$ cat src/rtl/afifo_pkg.sv
// Shared defaults and state encoding for the FIFO read-side stream adapter.
package afifo_pkg;
  localparam int DSIZE_DEF = 8;
  localparam int CNT_W_DEF = 16;

  typedef enum logic [1:0] {
    S_EMPTY = 2'd0,
    S_ONE   = 2'd1,
    S_TWO   = 2'd2
  } rd_state_t;
endpackage

$ cat src/rtl/rd_skid_buf.sv
// Two-entry head/tail buffer between the FIFO read port and a valid/ready stream.
module rd_skid_buf
  import afifo_pkg::*;
#(
  parameter int DSIZE = DSIZE_DEF
) (
  input  logic             rclk,
  input  logic             rrst_n,
  input  logic             push,
  input  logic [DSIZE-1:0] rdata,
  input  logic             out_ready,
  output logic             out_valid,
  output logic [DSIZE-1:0] out_data,
  output logic             pop,
  output logic             full
);
  rd_state_t        state_q, state_d;
  logic [DSIZE-1:0] head_q, head_d;
  logic [DSIZE-1:0] tail_q, tail_d;

  always_ff @(posedge rclk or negedge rrst_n) begin
    if (!rrst_n) begin
      state_q <= S_EMPTY;
      head_q  <= '0;
      tail_q  <= '0;
    end else begin
      state_q <= state_d;
      head_q  <= head_d;
      tail_q  <= tail_d;
    end
  end

  always_comb begin
    state_d = state_q;
    unique case (state_q)
      S_EMPTY: if (push) state_d = S_ONE;
      S_ONE: begin
        if (push && !pop)      state_d = S_TWO;
        else if (!push && pop) state_d = S_EMPTY;
      end
      S_TWO:   if (pop && !push) state_d = S_ONE;
      default: state_d = S_EMPTY;
    endcase
  end

  // Head always carries the oldest word; tail only matters in S_TWO.
  always_comb begin
    head_d = head_q;
    tail_d = tail_q;
    unique case (state_q)
      S_EMPTY: if (push) head_d = rdata;
      S_ONE: begin
        if (push && pop) head_d = rdata;
        else if (push)   tail_d = rdata;
      end
      S_TWO: begin
        if (pop) begin
          head_d = tail_q;
          if (push) tail_d = rdata;
        end
      end
      default: ;
    endcase
  end

  always_comb begin
    out_valid = (state_q != S_EMPTY);
    full      = (state_q == S_TWO);
    out_data  = head_q;
    pop       = out_valid && out_ready;
  end
endmodule

$ cat src/rtl/afifo_rd_stream.sv
// FIFO read-side adapter: pops the async FIFO into a skid buffer and counts delivered words.
module afifo_rd_stream
  import afifo_pkg::*;
#(
  parameter int DSIZE = DSIZE_DEF,
  parameter int CNT_W = CNT_W_DEF
) (
  input  logic             rclk,
  input  logic             rrst_n,
  input  logic             rempty,
  input  logic [DSIZE-1:0] rdata,
  output logic             rinc,
  output logic             out_valid,
  input  logic             out_ready,
  output logic [DSIZE-1:0] out_data,
  output logic [CNT_W-1:0] pop_count
);
  logic             pop, full;
  logic [CNT_W-1:0] pop_count_q, pop_count_d;

  // Gating with rrst_n keeps the pop strobe low during reset even if the FIFO reports data.
  assign rinc = rrst_n && !rempty && (!full || out_ready);

  rd_skid_buf #(.DSIZE(DSIZE)) u_buf (
    .rclk      (rclk),
    .rrst_n    (rrst_n),
    .push      (rinc),
    .rdata     (rdata),
    .out_ready (out_ready),
    .out_valid (out_valid),
    .out_data  (out_data),
    .pop       (pop),
    .full      (full)
  );

  assign pop_count_d = pop ? pop_count_q + 1'b1 : pop_count_q;

  always_ff @(posedge rclk or negedge rrst_n) begin
    if (!rrst_n) pop_count_q <= '0;
    else         pop_count_q <= pop_count_d;
  end

  assign pop_count = pop_count_q;
endmodule

$ cat config.mk
export PLATFORM = sky130hd
export DESIGN_NAME = afifo_rd_stream
export DESIGN_NICKNAME = d
export VERILOG_FILES = /design/src/rtl/afifo_pkg.sv /design/src/rtl/rd_skid_buf.sv /design/src/rtl/afifo_rd_stream.sv
export SDC_FILE = /design/constraint.sdc
export NUM_CORES = 1
export LEC_CHECK = 0
export CORE_MARGIN = 5
export CORE_UTILIZATION = 43
export DETAILED_ROUTE_END_ITERATION = 10
export GPL_TIMING_DRIVEN = 1
export PLACE_DENSITY = 0.74
export SKIP_LAST_GASP = 1
export SLEW_MARGIN = 20
export SYNTH_ARGS = -nofsm -noshare
export SYNTH_HDL_FRONTEND = slang
export SYNTH_SLANG_ARGS = --single-unit
$ cat constraint.sdc
create_clock -name rclk -period 1.5 [get_ports rclk]
set_input_delay 0.225 -clock rclk [delete_from_list [all_inputs] [get_ports rclk]]
set_output_delay 0.225 -clock rclk [all_outputs]
set_load 0.01 [all_outputs]
==> results.toml <==
[worst_setup_path]
timing.critical_path.max_delay_family = "flip-flops"
timing.rr.start = "u_buf.state_q[1]$_DFFE_PN0P_"
cp_data_arrival_time_ns = 1.32
critical_path_peak_fanout = 4
timing.critical_path.slowest_cell_delay_ns = 0.43
reg2reg_setup_slack_ns = -0.04
critical_path_class = "flip-flop to output port"
worst-endpoint-required_ns = 1.27
r2r_end = "pop_count[14]$_DFFE_PN0P_"
worstSetupEndpointType = "output port"
reg2reg_depth = 7
critPathBufInv = 1
cp_cell_sequence = "or2b_1, o21a_1, buf_2"
critPathLaunchType = "flip-flop"
worst_path_max_delay_cell = "sky130_fd_sc_hd__dfrtp_1"

[logic_synthesis]
async_flop_share = 1.00
synthMostInstantiatedCell = "sky130_fd_sc_hd__dfrtp_1"
edff_count_synth = 0
netlist_top_cells_count = "sky130_fd_sc_hd__dfrtp_1 (34), sky130_fd_sc_hd__nand2_1 (22), sky130_fd_sc_hd__nor2_1 (13)"
netlist_area_um2 = 1540
synthesis.yosys.warnings = 0
ys_ff_latch = 34
syn-num-nets = 150
synthesis.instances = 137
top_ff_cell_synth = "sky130_fd_sc_hd__dfrtp_1"
post-synth-top-area-fraction = 0.554
synth_area_leader_cell = "sky130_fd_sc_hd__dfrtp_1"
synth.avg_cell_area_um2 = 11.2
synth_sequential_area_ratio = 0.554
synth.lib_cells_used.distinct = 33
synthTopCellsByArea = "sky130_fd_sc_hd__dfrtp_1 (55%), sky130_fd_sc_hd__mux2_2 (5.9%), sky130_fd_sc_hd__nand2_1 (5.4%), sky130_fd_sc_hd__xnor2_1 (5.1%), sky130_fd_sc_hd__xor2_1 (3.4%)"

[pwr]
irDropWorstVdd_v = 0.000908
power.density_cell_area_nw_per_um2 = 1200
totalPowerFinal_w = 0.00274
leakage_nw = 1.18

[min_path]
timing.hold.worst_path_depth = 1
timing.hold.worst_endpoint = "pop_count[15]$_DFFE_PN0P_"
worst_hold_startpoint = "pop_count[15]$_DFFE_PN0P_"
worst_hold_path_type = "flip-flop to flip-flop"

[floorplan]
die_area_um2 = 4870
core_area_um2 = 3390
placement_rows = 21
initial_utilization = 0.453
die_y_um = 69.8
ioPinCount = 38
die_width_um = 69.8

[global_routing]
pin_count_of_the_biggest_net_entering_global_routing = 35
grt_overflow = 0
number_of_global_route_vias_before_repair = 1345
grt_antenna_before_repair = 0
grt_usage = 0.156
grt_pass1_wl_mm = 6.07

[route]
drc_errors = 0
vias_per_cell = 4.96
drt_pre_antenna_iters = 4
routed_wire_length_per_instance_um = 14.4
number_of_design_rule_violations_left_by_the_first_detailed_router_iteration = 44
final_antenna_net_count = 0
via_count = 1250
wl_mm = 3.62

[outcome]
run_status = "finished, violations left"
violations = "setup timing"

[placed_design]
place.port_buffers = 37
total_instance_count_after_detailed_placement = 230
detailed_place.area_um2 = 2030
post-dp-hpwl_mm = 2.38
place.gp.congestion = 0.746

[timing]
report.final.slew_viol_count = 0
final_critical_path_setup_slack_ns = -0.0445
timing.final.hold_violations = 0
skew_ns = 0.0198
max_slew_headroom = 0.713
timing.final.crit_period_ns = 1.54
rsz0062_at_grt = "true"
tightest_slew_ns = 0.430
setup_viol = 5
max_freq_mhz = 647
layout_worst_path_cycle_share = 1.03

[layout]
nets = 220
fin_util = 0.672
insertedDiodeCount = 0
final_layout_size_suffix_gt1_frac = 0.291
finalNonFillerCells = 252
synthToLayoutAreaGrowth_pct = 48.3
final_area_um2 = 2280

[clocking]
cts_buffers = 5
clockRootBuffer = "sky130_fd_sc_hd__clkbuf_4"
cts-htree-levels = 2
cts.hold.buffers_added = 0
cts_num_sinks = 34
cts_tree = "built"
clk_path_buf_depth = 2
worst_skew_pair.late_latency_ns = 0.34
reg_clk_slew_reported_paths_ns = 0.11

[run]
drv.max_cap_violation_count = 0
==> power breakdown <==
part	internal (W)	leakage, nW	switching (W)
clock	0.000211	0.0302	0.000287
combinational	0.000549	0.725	0.000401
sequential	0.00115	0.426	0.000141
total	0.00191	1.18	0.000829
==> sequential cells by signal, summed over array words and instances (netlist names) <==
name	cells
u_buf.state_q	2
u_buf.out_data	8
u_buf.tail_q	8
pop_count	16
==> worst register-to-register path, stage by stage, from the launching register on <==
cell and delay (ns):
sky130_fd_sc_hd__dfrtp_1 0.43, sky130_fd_sc_hd__buf_6 0.13, sky130_fd_sc_hd__buf_6 0.09, sky130_fd_sc_hd__o211ai_1 0.12
sky130_fd_sc_hd__nor3_2 0.28, sky130_fd_sc_hd__buf_4 0.18, sky130_fd_sc_hd__nand2_2 0.06, sky130_fd_sc_hd__xnor2_2 0.13
==> final cells by class <==
class                   instances  area [um2]
inverters                       1        3.75
clock buffers                   6        51.3
multi-input cells              98         709
repair buffers                 67         604
well taps                      46        57.6
flip-flops and latches         34         851
fillers                       253        1110
==> through the flow <==
step / hold slack [ns] / worst slack, ns / TNS (ns)
floorplan: -0.0706 / 0.0608 / 0
global placement: 0.462 / -0.340 / -6.54
detailed placement: 0.463 / -0.389 / -7.68
CTS: 0.469 / -0.0922 / -0.296
global route: 0.485 / -0.111 / -0.939
finish: 0.474 / -0.0445 / -0.157
==> per-layer routing <==
layer	up-vias	track usage	part of all wire
li1	609	-	-
met3	6	0.0391	0.038
met5	-	0	0
met4	0	0.0638	0.020
met2	29	0.279	0.53
met1	606	0.175	0.41
==> cells in the final DEF, fill, tap and decap left out, drive strengths merged, types with 2 or more instances in the layout <==
| cell type | n |
|---|---|
| a22o | 2 |
| a21oi | 2 |
| xnor2 | 9 |
| nand4 | 2 |
| nand2 | 23 |
| or2b | 2 |
| and3 | 2 |
| xor2 | 6 |
| nor3 | 2 |
| dlymetal6s2s | 7 |
| nand3 | 4 |
| dfrtp | 34 |
| buf | 32 |
| mux2 | 9 |
| clkdlybuf4s50 | 18 |
| dlygate4sd2 | 10 |
| clkbuf | 6 |
| a31oi | 8 |
| nor2b | 3 |
| nor2 | 13 |
==> cells by family (layout without fill, tap and decap cells) <==
family / count (synthesis) / after routing / synth area share
multiplexers: 9 / 9 / 0.0660
buffers and inverters: 6 / 74 / 0.0301
XOR/XNOR: 15 / 15 / 0.0856
AND/OR/NAND/NOR: 55 / 55 / 0.178
AO/OA/AOI/OAI: 17 / 18 / 0.0782
adder cells (fa/ha/maj): 1 / 1 / 0.00815
flip-flops: 34 / 34 / 0.554
==> repair_timing <==
item                                    in CTS  in global routing
buffers inserted                            10                  5
pin swaps                                    3                  8
endpoints found under the hold margin        0                  0
gates resized for setup                     25                 16
endpoints found under the setup margin      35                 37
gates cloned                                 1                  0
==> how the worst max path moves through the flow <==
stage | startpoint | to | slack (ns) | depth (start not counted)
after floorplan | u_buf.state_q[1]$_DFFE_PN0P_ | u_buf.tail_q[0]$_DFFE_PN0P_ | 0.06 | 6
after global placement | rrst_n | rinc | -0.34 | 4
after detailed placement | rrst_n | u_buf.out_data[3]$_DFFE_PN0P_ | -0.39 | 6
after CTS | u_buf.state_q[1]$_DFFE_PN0P_ | pop_count[10]$_DFFE_PN0P_ | -0.09 | 6
after global routing | u_buf.state_q[1]$_DFFE_PN0P_ | rinc | -0.11 | 3
final | u_buf.state_q[1]$_DFFE_PN0P_ | rinc | -0.04 | 3
No activity file was read; power rests on OpenSTA's default activity.
